==> src/rtl/coreuart_tx_pkg.sv <==
// Shared definitions for the CoreUART transmit path.
//   tx_state_e          : serializer FSM states
//   OVERSAMPLE_DEFAULT  : baud_tick pulses per transmitted bit
//   RD_LATENCY_DEFAULT  : clocks from the FIFO pop cycle to valid read data
package coreuart_tx_pkg;

  typedef enum logic [2:0] {
    IDLE   = 3'd0,
    FETCH  = 3'd1,
    START  = 3'd2,
    DATA   = 3'd3,
    PARITY = 3'd4,
    STOP   = 3'd5
  } tx_state_e;

  localparam int OVERSAMPLE_DEFAULT = 16;
  localparam int RD_LATENCY_DEFAULT = 2;

endpackage

==> src/rtl/coreuart_tx_bit_timer.sv <==
// Bit-period timer for the UART transmitter.
// Counts baud_tick pulses and flags the last tick of each bit.
// Ports:
//   clock     : system clock
//   reset_n   : synchronous active-low reset
//   clear     : holds the counter at zero (used while no bit is on the line)
//   baud_tick : one-cycle enable at OVERSAMPLE x baud
//   bit_done  : high on the baud_tick that completes the current bit
module coreuart_tx_bit_timer
  import coreuart_tx_pkg::*;
#(
  parameter int OVERSAMPLE = OVERSAMPLE_DEFAULT
) (
  input  logic clock,
  input  logic reset_n,
  input  logic clear,
  input  logic baud_tick,
  output logic bit_done
);

  localparam int CNT_W = (OVERSAMPLE > 1) ? $clog2(OVERSAMPLE) : 1;
  localparam logic [CNT_W-1:0] LAST_TICK = CNT_W'(OVERSAMPLE - 1);

  logic [CNT_W-1:0] tick_cnt;

  // Tick counter: wraps after the last tick of a bit so consecutive bits
  // line up without the FSM having to touch it.
  always_ff @(posedge clock) begin
    if (!reset_n || clear) begin
      tick_cnt <= '0;
    end else if (baud_tick) begin
      tick_cnt <= (tick_cnt == LAST_TICK) ? '0 : tick_cnt + CNT_W'(1);
    end
  end

  assign bit_done = baud_tick && !clear && (tick_cnt == LAST_TICK);

endmodule

==> src/rtl/coreuart_tx_fifo_serializer.sv <==
// CoreUART transmit serializer on the read side of the TX byte FIFO.
// Pops one byte at a time and sends start / 7 or 8 data bits LSB first /
// optional parity / one stop bit. Line format is frozen for each frame at
// the moment the popped byte is loaded.
// Ports:
//   clock       : system clock, all state on rising edge
//   reset_n     : synchronous active-low reset
//   baud_tick   : one-cycle enable at OVERSAMPLE x baud
//   bit8        : 1 = 8 data bits, 0 = 7 data bits
//   parity_en   : 1 = append parity bit
//   odd_n_even  : 1 = odd parity, 0 = even parity
//   fifo_empty  : TX FIFO empty flag
//   fifo_data   : TX FIFO registered read data
//   fifo_read_n : FIFO pop strobe, active low, one cycle per byte
//   tx          : serial line, idle high
//   tx_busy     : high from pop until the end of the stop bit
module coreuart_tx_fifo_serializer
  import coreuart_tx_pkg::*;
#(
  parameter int RD_LATENCY = RD_LATENCY_DEFAULT,
  parameter int OVERSAMPLE = OVERSAMPLE_DEFAULT
) (
  input  logic       clock,
  input  logic       reset_n,
  input  logic       baud_tick,
  input  logic       bit8,
  input  logic       parity_en,
  input  logic       odd_n_even,
  input  logic       fifo_empty,
  input  logic [7:0] fifo_data,
  output logic       fifo_read_n,
  output logic       tx,
  output logic       tx_busy
);

  localparam int FETCH_W = (RD_LATENCY > 0) ? $clog2(RD_LATENCY + 1) : 1;
  localparam logic [FETCH_W-1:0] FETCH_LAST = FETCH_W'(RD_LATENCY);

  tx_state_e          state_q, state_d;
  logic [FETCH_W-1:0] fetch_cnt;
  logic [7:0]         shift_q;
  logic [2:0]         bit_cnt;
  logic [2:0]         last_bit;
  logic               parity_acc;
  logic               bit8_q, parity_en_q, odd_q;
  logic               tx_d, read_n_d, busy_d;
  logic               load_frame, send_bit;
  logic               timer_clear, bit_done;

  // The bit timer only runs while a bit is on the line; holding it clear in
  // IDLE/FETCH makes every frame start with a fresh full-length start bit.
  assign timer_clear = (state_q == IDLE) || (state_q == FETCH);
  assign last_bit    = bit8_q ? 3'd7 : 3'd6;

  coreuart_tx_bit_timer #(
    .OVERSAMPLE (OVERSAMPLE)
  ) u_bit_timer (
    .clock     (clock),
    .reset_n   (reset_n),
    .clear     (timer_clear),
    .baud_tick (baud_tick),
    .bit_done  (bit_done)
  );

  // State register.
  always_ff @(posedge clock) begin
    if (!reset_n) begin
      state_q <= IDLE;
    end else begin
      state_q <= state_d;
    end
  end

  // Next-state and next-output decode. tx is registered, so the value chosen
  // here is the level for the bit that starts on the coming edge.
  always_comb begin
    state_d    = state_q;
    tx_d       = tx;
    read_n_d   = 1'b1;
    busy_d     = tx_busy;
    load_frame = 1'b0;
    send_bit   = 1'b0;
    case (state_q)
      IDLE: begin
        tx_d = 1'b1;
        if (!fifo_empty) begin
          state_d  = FETCH;
          read_n_d = 1'b0;
          busy_d   = 1'b1;
        end
      end
      FETCH: begin
        if (fetch_cnt == FETCH_LAST) begin
          load_frame = 1'b1;
          state_d    = START;
          tx_d       = 1'b0;
        end
      end
      START: begin
        if (bit_done) begin
          state_d  = DATA;
          tx_d     = shift_q[0];
          send_bit = 1'b1;
        end
      end
      DATA: begin
        if (bit_done) begin
          if (bit_cnt == last_bit) begin
            if (parity_en_q) begin
              state_d = PARITY;
              tx_d    = parity_acc ^ odd_q;
            end else begin
              state_d = STOP;
              tx_d    = 1'b1;
            end
          end else begin
            tx_d     = shift_q[0];
            send_bit = 1'b1;
          end
        end
      end
      PARITY: begin
        if (bit_done) begin
          state_d = STOP;
          tx_d    = 1'b1;
        end
      end
      STOP: begin
        if (bit_done) begin
          state_d = IDLE;
          tx_d    = 1'b1;
          busy_d  = 1'b0;
        end
      end
      default: begin
        state_d = IDLE;
        tx_d    = 1'b1;
        busy_d  = 1'b0;
      end
    endcase
  end

  // Datapath and output registers. The parity accumulator folds in each data
  // bit as it is put on the line, so it is complete when the last data bit ends.
  always_ff @(posedge clock) begin
    if (!reset_n) begin
      fifo_read_n <= 1'b1;
      tx          <= 1'b1;
      tx_busy     <= 1'b0;
      fetch_cnt   <= '0;
      shift_q     <= '0;
      bit_cnt     <= '0;
      parity_acc  <= 1'b0;
      bit8_q      <= 1'b0;
      parity_en_q <= 1'b0;
      odd_q       <= 1'b0;
    end else begin
      fifo_read_n <= read_n_d;
      tx          <= tx_d;
      tx_busy     <= busy_d;

      if ((state_q == FETCH) && !load_frame) begin
        fetch_cnt <= fetch_cnt + FETCH_W'(1);
      end else begin
        fetch_cnt <= '0;
      end

      if (load_frame) begin
        shift_q     <= fifo_data;
        bit8_q      <= bit8;
        parity_en_q <= parity_en;
        odd_q       <= odd_n_even;
        parity_acc  <= 1'b0;
        bit_cnt     <= '0;
      end else if (send_bit) begin
        shift_q    <= {1'b0, shift_q[7:1]};
        parity_acc <= parity_acc ^ shift_q[0];
        if (state_q == DATA) begin
          bit_cnt <= bit_cnt + 3'd1;
        end
      end
    end
  end

endmodule

==> config.mk <==
export PLATFORM = sky130hd
export DESIGN_NAME = coreuart_tx_fifo_serializer
export DESIGN_NICKNAME = d
export VERILOG_FILES = /design/src/rtl/coreuart_tx_pkg.sv /design/src/rtl/coreuart_tx_bit_timer.sv /design/src/rtl/coreuart_tx_fifo_serializer.sv
export SDC_FILE = /design/constraint.sdc
export NUM_CORES = 1
export LEC_CHECK = 0
export ABC_AREA = 1
export CORE_MARGIN = 8
export CORE_UTILIZATION = 35
export DETAILED_ROUTE_END_ITERATION = 12
export GPL_TIMING_DRIVEN = 1
export PLACE_DENSITY = 0.62
export SETUP_SLACK_MARGIN = 0.5
export SLEW_MARGIN = 20
export SYNTH_ARGS = -nofsm -noshare
export SYNTH_HDL_FRONTEND = slang
export SYNTH_HIERARCHICAL = 1
export SYNTH_SLANG_ARGS = --single-unit
==> constraint.sdc <==
create_clock -name clock -period 2.2 [get_ports clock]
set_clock_uncertainty 0.1 [all_clocks]
set_input_delay 0.44 -clock clock [delete_from_list [all_inputs] [get_ports clock]]
set_output_delay 0.44 -clock clock [all_outputs]
set_load 0.02 [all_outputs]
## Word-level counts from Yosys, hierarchy flattened

Cells that the tools add are included.
Widths: inputs -> output; s select.

| word-level totals | value |
|---|---|
| bits in registers | 27 |
| latch bits | 0 |
| memory bits (writable) | 0 |
| ROM bits | 0 |
| bits of input ports | 15 |
| output and inout bits | 3 |
| memories | 0 |

| cells by class | value |
|---|---|
| add/subtract/negate cells | 3 |
| multipliers | 0 |
| div/mod/pow operators | 0 |
| $lt $le $gt $ge | 0 |
| eq/ne operators | 16 |
| shift operators | 0 |
| muxes and demuxes | 30 |
| bitwise operators | 4 |
| reduce and logical (&&, ||, !) cells | 19 |

Operators by type and width:

| cell | count |
|---|---|
| $mux 3 | 7 |
| $pmux 3 s6 | 1 |
| $mux 1 | 16 |
| $mux 8 | 2 |
| $ne 2x2->1 const B | 6 |
| $reduce_and 7->1 | 1 |
| $eq 3x2->1 const B | 2 |
| $eq 3x3->1 const B | 2 |
| $reduce_and 2->1 | 3 |
| $add 4x1->4 const B | 1 |
| $eq 4x4->1 const B | 1 |
| $mux 4 | 1 |
| $ne 2x1->1 const B | 2 |
| $pmux 1 s4 | 1 |
| $reduce_and 4->1 | 1 |
| $reduce_or 2->1 | 2 |
| $reduce_or 4->1 | 1 |
| $add 3x1->3 const B | 1 |
| $eq 3x1->1 const B | 1 |
| $eq 3x3->1 | 1 |
| $logic_and 1x1->1 | 3 |
| $logic_not 1->1 | 3 |
| $logic_not 3->1 | 1 |
| $pmux 1 s3 | 1 |
| 8 further kinds | 11 |

## Longest topological paths before layout

Gate-level depths: netlist (run 1).

| logic depth | value |
|---|---|
| word-level depth | 9 |
| gate-level depth with buffers | 11 |
| mapped depth without buffers | 10 |

## Hierarchy

Netlist (run 1), hierarchy kept.

By module, submodules not included:

| module | instances | cells an instance | area each (µm²) |
|---|---|---|---|
| coreuart_tx_fifo_serializer | 1 | 195 | 1292.5 |
| coreuart_tx_bit_timer | 1 | 27 | 188.9 |

## Least setup slack after synthesis (run 1)

Ideal clock, no wire load.

| timing | value |
|---|---|
| path type | register -> register |
| start | register u_bit_timer.tick_cnt[0] |
| end | register tx |
| library setup time | 115 ps |
| arrival | 1529 ps |
| required time | 1985 ps |
| setup slack | 456 ps |
| stages on the path, launching flop included | 11 |
| path buffers | 1 |
| cells stage by stage | dfxtp_1 -> ha_1 -> nand2_1 -> nor3_1 -> clkbuf_1 -> o21bai_1 -> nor2_1 -> nor2_2 -> inv_1 -> a21oi_1 -> nand2_1 |

| on the way | value |
|---|---|
| longest elaborated chain between the ends | 4 |
| elaborated cells on any way between the ends | 6 |

RTL lines:

| element | RTL line | source |
|---|---|---|
| start: declaration | coreuart_tx_bit_timer.sv:24 | `logic [CNT_W-1:0] tick_cnt;` |
| start signal: assignment | coreuart_tx_bit_timer.sv:32 | `tick_cnt <= (tick_cnt == LAST_TICK) ? '0 : tick_cnt + CNT_W'(1);` |
| $eq 4x4->1 (*) | coreuart_tx_bit_timer.sv:36 | `assign bit_done = baud_tick && !clear && (tick_cnt == LAST_TICK);` |
| $logic_and 1x1->1 (*) | coreuart_tx_bit_timer.sv:36 |  |
| via bit_done | coreuart_tx_fifo_serializer.sv:48 | `logic timer_clear, bit_done;` |
| $ne 2x1->1 (no line) / $ne 2x2->1 (equally long branches) | n/a |  |
| $reduce_and 4->1 (no line) (*) | n/a |  |
| end signal: assignment | coreuart_tx_fifo_serializer.sv:159 | `tx <= tx_d;` |
| end: declaration | coreuart_tx_fifo_serializer.sv:32 | `output logic tx,` |

Mark *: on every way through the listed nets, which the timed path passes. The rest lies on a longest branch.
A chain may end at the register's enable or synchronous reset.

## Final worst setup path (run 1)

| timing | value |
|---|---|
| start | register u_bit_timer.tick_cnt[1] |
| end | register state_q[2] |

| on the way | value |
|---|---|
| longest elaborated chain between the ends | 4 |
| elaborated cells on any way between the ends | 7 |

RTL lines:

| element | RTL line | source |
|---|---|---|
| $eq 4x4->1 (*) | coreuart_tx_bit_timer.sv:36 |  |
| $logic_and 1x1->1 (*) | coreuart_tx_bit_timer.sv:36 |  |
| via bit_done | coreuart_tx_fifo_serializer.sv:48 |  |
| $ne 2x2->1 (no line) | n/a |  |
| $reduce_and 7->1 (no line) (*) | n/a |  |
| end signal: assignment | coreuart_tx_fifo_serializer.sv:70 | `state_q <= state_d;` |
| end: declaration | coreuart_tx_fifo_serializer.sv:39 | `tx_state_e state_q, state_d;` |

Marks and branches as above.

==> flow_metrics.py, run 1 <==
metrics = {
    "outcome": {
        "status": "finished clean",
    },
    "critical_path": {
        "ff2ff_path_depth": 9,
        "cp-start-kind": "flip-flop",
        "critical_path_required_ps": 2310,
        "crit_path_end_kind": "flip-flop",
        "cpMaxStageDelayCell": "dfxtp_4",
        "crit_fanout": 5,
        "crit_chain": "ha_4 -> nand2_4 -> nor3_4 -> buf_6 -> o21bai_4 -> nor2_2 -> nor2_4 -> nand3_2 -> a21oi_2",
        "path_class": "reg2reg",
        "timing.critical_path.to": "state_q[2]$_SDFFE_PN0P_",
        "reg2reg_slack_ps": 520,
        "timing.rr.end": "state_q[2]$_SDFFE_PN0P_",
        "startpoint": "u_bit_timer/tick_cnt[1]$_SDFFE_PP0P_",
        "slowest_delay_ps": 380,
        "r2r-start": "u_bit_timer/tick_cnt[1]$_SDFFE_PP0P_",
        "cp.arrival_ps": 1790,
    },
    "timing": {
        "max_slew_margin_pct": 78.1,
        "setup_viol": 0,
        "hold_viol": 0,
        "rsz0062_at_grt": "true",
        "tightest_slew_ps": 328,
        "fin_crit_ps": 1680,
        "fmax_ghz": 0.596,
        "finalCritPeriodShare_pct": 76.3,
        "fin_setup_tns_ps": 0,
        "maxSlewViolCount": 0,
        "holdWs_ps": 319,
    },
    "yosys": {
        "synth_cell_types": 23,
        "synth_cells": 222,
        "ys_ff_latch": 27,
        "synth_top_cell_area_share_pct": 36.5,
        "syn_avg_cell_area_um2": 6.67,
        "yosys.area.top_type": "dfxtp_1",
        "synth_nets": 240,
        "synth_area_um2": 1480,
        "synth_area_leaders": "dfxtp_1, nand2_1, nand3_1, nor2_1, inv_1",
        "yosysWarningCount": 6,
        "seq_area_frac_synth_pct": 36.5,
    },
    "routing": {
        "wire_per_inst_um": 11.3,
        "vias": 1428,
        "first_pass_iters": 4,
        "ant_nets": 0,
        "drc_errors": 0,
        "drt_iter0_markers": 49,
        "via_per_inst": 4.79,
        "totalWireLength_um": 3370,
    },
    "final_layout": {
        "area_growth_pct": 30.8,
        "final_area_um2": 1940,
        "antennaDiodeCount": 0,
        "drive_above_1_share_pct": 18.5,
        "final_nets": 267,
    },
    "global_route": {
        "track_usage_pct": 10.1,
        "grt_pass1_vias": 1232,
        "grt_max_degree": 20,
        "antenna_found_initial": 0,
        "grt_pass1_wl_um": 5460,
        "grt-ovfl-total": 0,
    },
    "clock_tree": {
        "clk_latency_ps": 270,
        "root_buffer": "clkbuf_8",
        "cts.reportedPaths.clkPinSlew_ps": 90,
        "cts_buffers": 3,
        "cts_buffer_depth": 2,
        "numClockSinks": 27,
        "clock_tree.htree_level_count": 1,
        "cts_tree": "yes",
    },
    "power": {
        "ir_worst_vdd_v": 0.000328,
        "leakagePower_nw": 0.861,
        "power_density_nw_per_um2": 807,
    },
    "worst_hold_path": {
        "hp-class": "reg2reg",
    },
    "die": {
        "die-width_um": 81.1,
        "die_h_um": 81.1,
        "die-area_um2": 6570,
        "start_util_pct": 36.8,
        "io_pins": 18,
        "fp-row-count": 23,
        "core_area_um2": 4030,
    },
    "placed_design": {
        "hpwl_um": 2290,
        "gp_congestion": 0.813,
        "placed_area_um2": 1730,
        "numPortBuffers": 17,
    },
    "flow_run": {
        "drv_cap": 0,
    },
}
state kept, by name, indices dropped and copies added, names as in the netlist, 2 cells and up:
| name | count |
|---|---|
| shift_q | 8 |
| u_bit_timer/tick_cnt | 4 |
| bit_cnt | 3 |
| state_q | 3 |
| fetch_cnt | 2 |
cells by family after synthesis:
group	count (synthesis)	share of synthesized area (%)
buffers and inverters	34	10.5
AO/OA/AOI/OAI	27	9.97
adder cells (fa/ha/maj)	3	2.53
AND/OR/NAND/NOR	129	39.4
flip-flops	27	36.5
XOR/XNOR	2	1.18
layout by cell type, fill, tap and decap left out, drive strengths merged, types with 9 or more instances in the layout:
cell / n
a21oi: 13
buf: 11
clkdlybuf4s50: 13
dfxtp: 27
inv: 27
nand2: 64
nand3: 27
nor2: 33
o21ai: 9
power by group:
| group | total (mW) | internal (mW) | switching [mW] |
|---|---|---|---|
| sequential | 0.623 | 0.549 | 0.0748 |
| clock | 0.283 | 0.130 | 0.154 |
| combinational | 0.657 | 0.249 | 0.408 |
area by class of cell:
cell class	count	area (um^2)
clock buffer	4	45.0
fill	429	2090
inverter	27	101
multi-input combinational	162	918
sequential	27	552
tap	50	62.6
timing repair buffer	28	259
per-layer routing:
layer  vias to the layer above  track usage (%)  wire length, um
met4                         0             4.46               27
met2                        25             16.1             1650
met3                         4             1.99              110
met1                       637             12.9             1590
li1                        762                -                -
met5                         -                0                0
stage by stage:
step	power [mW]	util, %	setup WS (ps)	std cells
after floorplan	1.03	-	541	222
after global placement	1.17	42.9	82.6	291
after detailed placement	1.17	42.9	57.4	291
after CTS	1.47	44.8	533	296
after global routing	1.68	48.1	443	298
final	1.56	48.1	521	298
synthesized netlist by cell type:
cell	n
nor3_1	2
nor2_2	1
o21bai_1	4
nand3_1	24
nand4_1	4
o21ai_0	9
nand2_2	4
dfxtp_1	27
inv_1	27
nand2_1	59
buf_2	1
nand2_4	1
buf_4	1
nor2_8	1
clkbuf_1	2
nor2_1	30
nand3_2	2
ha_1	3
nor2_4	1
xor2_1	2
a21oi_1	13
a21boi_1	1
buf_6	3
repair_timing:
| action | CTS | global route |
|---|---|---|
| pin swaps | 2 | 12 |
| setup endpoints to repair | 16 | 11 |
| cloned | 1 | 0 |
| buffers inserted | 0 | 2 |
| gates resized for setup | 10 | 30 |
| hold buffers | 0 | 0 |
worst max-delay path: cells and delay by family (launching register included):
kind	cells	cell delay, ps
AOI/OAI and AO/OA	2	290
adders and majority gates	1	140
and+or+nand+nor	5	580
buffers and inverters	1	140
DFF	1	380
how the worst min path moves through the flow:
stage	from	to	slack, ps	cells past startpoint
3_5_place_dp	fetch_cnt[0]$_SDFF_PN0_	fetch_cnt[0]$_SDFF_PN0_	310	1
5_1_grt	fetch_cnt[0]$_SDFF_PN0_	fetch_cnt[0]$_SDFF_PN0_	350	1
2_1_floorplan	fetch_cnt[0]$_SDFF_PN0_	fetch_cnt[0]$_SDFF_PN0_	290	1
4_1_cts	fetch_cnt[0]$_SDFF_PN0_	fetch_cnt[0]$_SDFF_PN0_	320	1
6_report	fetch_cnt[0]$_SDFF_PN0_	fetch_cnt[0]$_SDFF_PN0_	320	1
3_3_place_gp	fetch_cnt[0]$_SDFF_PN0_	fetch_cnt[0]$_SDFF_PN0_	310	1
Note: power is estimated with default switching activity, not from simulation.
==> inputs of run 2 (changes only) <==
==> constraint.sdc (replaced) <==
create_clock -name clock -period 1.64 [get_ports clock]
set_clock_uncertainty 0.1 [all_clocks]
set_input_delay 0.328 -clock clock [delete_from_list [all_inputs] [get_ports clock]]
set_output_delay 0.328 -clock clock [all_outputs]
set_load 0.02 [all_outputs]
==> run 2 against run 1 <==
  * The flow now finishes with violations (setup timing)
  * Maximum frequency is 1.6% lower
  * Die area stayed put
  * Combinational power grew 89%
  * Final area increased by 13%
  * Non-clock buffer count rose by 15
  * Core utilization increased by 6.3 points
  * Largest power group unchanged
  * Critical endpoint is now bit_cnt[0]$_SDFFE_PP0P_
  * Worst hold slack worse by 3.2 ps
  * Critical path depth is 1 higher
  * Via count grew 4.2%
  * Count of clock-buffer cells in the layout is the same
==> flow_metrics.py, run 2 (synthesized netlist as in run 1, its figures left out) <==
metrics = {
    "critical_path": {
        "crit_path_end_kind": "flip-flop",
        "path_class": "reg2reg",
        "cpMaxStageDelayCell": "dfxtp_4",
        "slowest_delay_ps": 380,
        "cpMostUsedCell": "buf_6",
        "cp.arrival_ps": 1780,
        "crit_fanout": 4,
        "cp-start-kind": "flip-flop",
        "crit_chain": "ha_4 -> nand2_4 -> nor3_4 -> buf_6 -> buf_4 -> buf_12 -> nand3_4 -> buf_6 -> o21bai_1 -> a21oi_1",
        "critical_path_required_ps": 1710,
    },
    "routing": {
        "vias": 1488,
        "ant_nets": 0,
        "wire_per_inst_um": 12.0,
        "via_per_inst": 4.74,
        "first_pass_iters": 4,
        "drt_iter0_markers": 30,
        "drc_errors": 0,
        "totalWireLength_um": 3770,
    },
    "clock_tree": {
        "clock_tree.htree_level_count": 1,
        "clk_latency_ps": 270,
        "cts_buffer_depth": 2,
        "numClockSinks": 27,
        "ctsHoldBuffers": 0,
        "cts.reportedPaths.clkPinSlew_ps": 90,
        "root_buffer": "clkbuf_8",
        "cts_buffers": 3,
        "cts_tree": "yes",
    },
    "outcome": {
        "status": "finished, violations left",
        "failed_checks": "setup timing",
    },
    "final_layout": {
        "fillCellCount": 394,
        "multi_input_area_um2": 1010,
        "register_area_um2": 553,
        "reg.largest.list": "shift_q: 8 flops, u_bit_timer/tick_cnt: 4 flops",
        "final_nets": 283,
        "layout_common_cells": "nand2_1, nor2_1, inv_1",
        "largest-register": "shift_q",
        "layout_commonest_cell": "nand2_1",
        "drive_above_1_share_pct": 32.2,
        "largest_reg_flops": 8,
        "antennaDiodeCount": 0,
        "area_growth_pct": 47.9,
        "final_area_um2": 2190,
    },
    "power": {
        "power_density_nw_per_um2": 1110,
        "power_mw": 2.44,
        "ir_worst_vdd_v": 0.000531,
        "leakagePower_nw": 0.961,
    },
    "timing": {
        "fmax_ghz": 0.586,
        "fin_setup_tns_ps": -160,
        "hold_viol": 0,
        "rsz0062_at_grt": "true",
        "worst_slack_ps": -67.0,
        "fin_crit_ps": 1710,
        "setup_viol": 8,
        "tightest_slew_ps": 308,
        "maxSlewViolCount": 0,
        "max_slew_margin_pct": 79.4,
        "finalCritPeriodShare_pct": 104,
    },
    "placed_design": {
        "gp_congestion": 0.864,
        "placed_area_um2": 1810,
        "numPortBuffers": 17,
        "hpwl_um": 2480,
        "dp_slack_ps": -367,
    },
    "global_route": {
        "grt_pass1_vias": 1436,
        "grt_pass1_wl_um": 6220,
        "grt-ovfl-total": 0,
        "track_usage_pct": 11.8,
        "grt_max_degree": 15,
        "antenna_found_initial": 0,
    },
    "die": {
        "die_h_um": 81.1,
        "io_pins": 18,
        "fp-row-count": 23,
        "die-area_um2": 6570,
        "core_area_um2": 4030,
        "start_util_pct": 36.8,
        "die-width_um": 81.1,
    },
    "flow_run": {
        "drv_cap": 0,
    },
    "worst_hold_path": {
        "hp-class": "reg2reg",
    },
}
[run 2: cell types whose count changed in the layout (fill, tap and decap cells not counted), moves of 5 or more]
cell / previous run / this run
o21ai_0: 9 / 4
dfxtp_1: 24 / 19
dfxtp_2: 0 / 7
buf_6: 3 / 10
nand2_1: 55 / 50
buf_4: 8 / 17
[run 2: routing by layer]
metal / part of all wire [%] / global-route usage (%)
met2: 49 / 20.2
met4: 1.9 / 4.82
met1: 46 / 13.7
met3: 3.7 / 3.09
met5: 0 / 0
[run 2: per-stage QoR]
| step | utilization, % | hold slack (ps) | std cells |
|---|---|---|---|
| after global routing | 54.4 | 362 | 314 |
| after detailed placement | 44.9 | 307 | 297 |
| after CTS | 51.6 | 320 | 310 |
| after global placement | 44.9 | 303 | 297 |
| after floorplan | - | 292 | 222 |
| final | 54.4 | 316 | 314 |
[run 2: cell type report]
class	count	area share [%]
clock buffers	4	2.06
multi-input cells	163	45.9
inverters	27	4.85
repair buffers	43	19.1
well taps	50	2.86
flip-flops and latches	27	25.2
[run 2: report_power, final]
| group | internal (mW) | leakage [nW] | switching (mW) | total [mW] |
|---|---|---|---|---|
| logic | 0.556 | 0.717 | 0.684 | 1.24 |
| clock network | 0.174 | 0.0228 | 0.206 | 0.380 |
| registers | 0.737 | 0.221 | 0.0837 | 0.820 |
| total | 1.47 | 0.961 | 0.973 | 2.44 |
[run 2: worst max-delay path: cells and delay by family (launching register included)]
| kind | cells | cell delay (ps) |
|---|---|---|
| adders and majority gates | 1 | 140 |
| and+or+nand+nor | 3 | 280 |
| AOI/OAI and AO/OA | 2 | 200 |
| DFF | 1 | 380 |
| buffers and inverters | 4 | 500 |
[run 2: timing repair]
action | in CTS | in global routing
gates resized for setup | 54 | 24
buffers inserted | 7 | 4
setup endpoints to repair | 30 | 28
pin swaps | 15 | 10
cloned | 2 | 0
[run 2: path summary, 6_finish.rpt]
| check | depth (start not counted) | slack (ps) | endpoint | startpoint |
|---|---|---|---|---|
| max reg2reg | 10 | -70 | bit_cnt[0]$_SDFFE_PP0P_ | u_bit_timer/tick_cnt[0]$_SDFFE_PP0P_ |
| min reg2reg | 1 | 320 | fetch_cnt[0]$_SDFF_PN0_ | fetch_cnt[0]$_SDFF_PN0_ |
| min | 1 | 320 | fetch_cnt[0]$_SDFF_PN0_ | fetch_cnt[0]$_SDFF_PN0_ |
| max | 10 | -70 | bit_cnt[0]$_SDFFE_PP0P_ | u_bit_timer/tick_cnt[0]$_SDFFE_PP0P_ |
==> inputs of run 3 (changes only) <==
==> constraint.sdc (replaced) <==
create_clock -name clock -period 1.82 [get_ports clock]
set_clock_uncertainty 0.1 [all_clocks]
set_input_delay 0.364 -clock clock [delete_from_list [all_inputs] [get_ports clock]]
set_output_delay 0.364 -clock clock [all_outputs]
set_load 0.02 [all_outputs]
==> run 3 against run 2 <==
  * The flow now finishes without violations
  * Highest routed layer unchanged
  * Final area fell by 4.1%
  * Worst hold slack got worse by 3.0 ps
  * Sequential power down 12%
  * Non-clock buffer count fell by 1
  * Via count increased by 1.8%
  * Maximum frequency rose by 2.0%
  * Largest power group unchanged
  * Setup slack better by 210 ps
==> flow_metrics.py, run 3 (synthesized netlist as in run 1, its figures left out) <==
metrics = {
    "routing": {
        "drt_iter0_markers": 70,
        "vias": 1515,
        "totalWireLength_um": 3730,
        "ant_nets": 0,
        "first_pass_iters": 5,
        "wire_per_inst_um": 12.0,
        "drc_errors": 0,
        "via_per_inst": 4.86,
    },
    "critical_path": {
        "crit_fanout": 6,
        "cp.arrival_ps": 1760,
        "cp-start-kind": "flip-flop",
        "path_class": "reg2reg",
        "critical_path_required_ps": 1900,
        "crit_path_end_kind": "flip-flop",
    },
    "flow_run": {
        "drv_cap": 0,
    },
    "power": {
        "power_density_nw_per_um2": 962,
        "leakagePower_nw": 0.917,
        "ir_worst_vdd_v": 0.000357,
    },
    "clock_tree": {
        "numClockSinks": 27,
        "cts.reportedPaths.clkPinSlew_ps": 90,
        "cts_buffer_depth": 2,
        "clock_tree.htree_level_count": 1,
        "cts_tree": "yes",
        "cts_buffers": 3,
        "root_buffer": "clkbuf_8",
        "ctsHoldBuffers": 0,
        "clk_latency_ps": 280,
    },
    "final_layout": {
        "utilization_pct": 52.2,
        "antennaDiodeCount": 0,
        "final_nets": 281,
        "drive_above_1_share_pct": 28.2,
        "layout_commonest_cell": "nand2_1",
        "area_growth_pct": 41.9,
        "final_area_um2": 2100,
        "reg.largest.list": "shift_q: 8 flops, u_bit_timer/tick_cnt: 4 flops",
        "largest_reg_flops": 8,
        "fillCellCount": 401,
        "layout_common_cells": "nand2_1, nor2_1, inv_1",
        "largest-register": "shift_q",
    },
    "die": {
        "fp-row-count": 23,
        "io_pins": 18,
        "die-width_um": 81.1,
        "die-area_um2": 6570,
        "die_h_um": 81.1,
        "start_util_pct": 36.8,
        "core_area_um2": 4030,
    },
    "global_route": {
        "antenna_found_initial": 0,
        "grt_pass1_vias": 1331,
        "track_usage_pct": 11.3,
        "grt-ovfl-total": 0,
        "grt_pass1_wl_um": 5960,
        "grt_max_degree": 20,
    },
    "timing": {
        "fin_setup_tns_ps": 0,
        "fmax_ghz": 0.598,
        "fin_crit_ps": 1670,
        "tightest_slew_ps": 267,
        "hold_viol": 0,
        "max_slew_margin_pct": 82.0,
        "maxSlewViolCount": 0,
        "setup_viol": 0,
        "rsz0062_at_grt": "true",
        "finalCritPeriodShare_pct": 91.9,
    },
    "worst_hold_path": {
        "hp-class": "reg2reg",
    },
    "placed_design": {
        "hpwl_um": 2410,
        "gp_congestion": 0.838,
        "placed_area_um2": 1760,
        "numPortBuffers": 17,
    },
    "outcome": {
        "status": "finished clean",
    },
}
-- run 3: changes by cell type in the layout (fill, tap and decap cells not counted), moves of 3 or more --
cell | previous run | this run
dfxtp_1 | 19 | 23
buf_2 | 0 | 3
o21ai_0 | 4 | 8
o21ai_2 | 3 | 0
nand2_2 | 10 | 13
buf_6 | 10 | 4
dfxtp_2 | 7 | 4
-- run 3: routing by layer --
| layer | track usage [%] | up-vias | wire, um |
|---|---|---|---|
| met3 | 1.77 | 8 | 85 |
| met5 | 0 | - | 0 |
| met1 | 14.8 | 688 | 1790 |
| li1 | - | 794 | - |
| met2 | 17.6 | 25 | 1780 |
| met4 | 5.36 | 0 | 74 |
-- run 3: layout make-up --
type                            instances  area, um^2  area share (%)
Tap cell                               50        62.6            2.98
Timing Repair Buffer                   42         380            18.1
Clock buffer                            4        45.0            2.14
Inverter                               27         104            4.94
Sequential cell                        27         546            26.0
Multi-Input combinational cell        162         965            45.9
-- run 3: through the flow --
step                instances  worst slack (ps)  hold slack [ps]  power, mW
finish                    312               147              313       2.02
global route              312              49.2              333       2.18
CTS                       303               252              319       1.95
detailed placement        292              -248              305       1.48
global placement          292              -222              304       1.48
floorplan                 222               203              292       1.31
-- run 3: worst max-delay path, stage by stage, from the launching register on --
cell and delay, ps:
dfxtp_2 360, ha_4 150, nand2_4 50, nor3_2 150, buf_4 160, buf_4 110
buf_6 100, nand3_4 100, nand3_4 130, nand2_1 70, nand2_1 50, nor2_1 40
-- run 3: where the power goes --
group	leakage [nW]	switching (mW)	internal, mW
logic	0.674	0.549	0.401
clock network	0.0228	0.190	0.157
registers	0.221	0.0658	0.659
-- run 3: path summary, 6_finish.rpt --
kind / slack, ps / endpoint / from / depth (start not counted)
worst max-delay path: 150 / shift_q[6]$_SDFFE_PN0P_ / u_bit_timer/tick_cnt[1]$_SDFFE_PP0P_ / 11
worst min-delay path: 310 / fetch_cnt[0]$_SDFF_PN0_ / fetch_cnt[0]$_SDFF_PN0_ / 1
worst max register to register: 150 / shift_q[6]$_SDFFE_PN0P_ / u_bit_timer/tick_cnt[1]$_SDFFE_PP0P_ / 11
worst min register to register: 310 / fetch_cnt[0]$_SDFF_PN0_ / fetch_cnt[0]$_SDFF_PN0_ / 1
-- run 3: what timing repair did --
item / in CTS / in global routing
gates cloned: 1 / 0
resized for setup: 29 / 29
pin swaps: 7 / 9
setup buffers: 6 / 9
endpoints found under the setup margin: 25 / 22
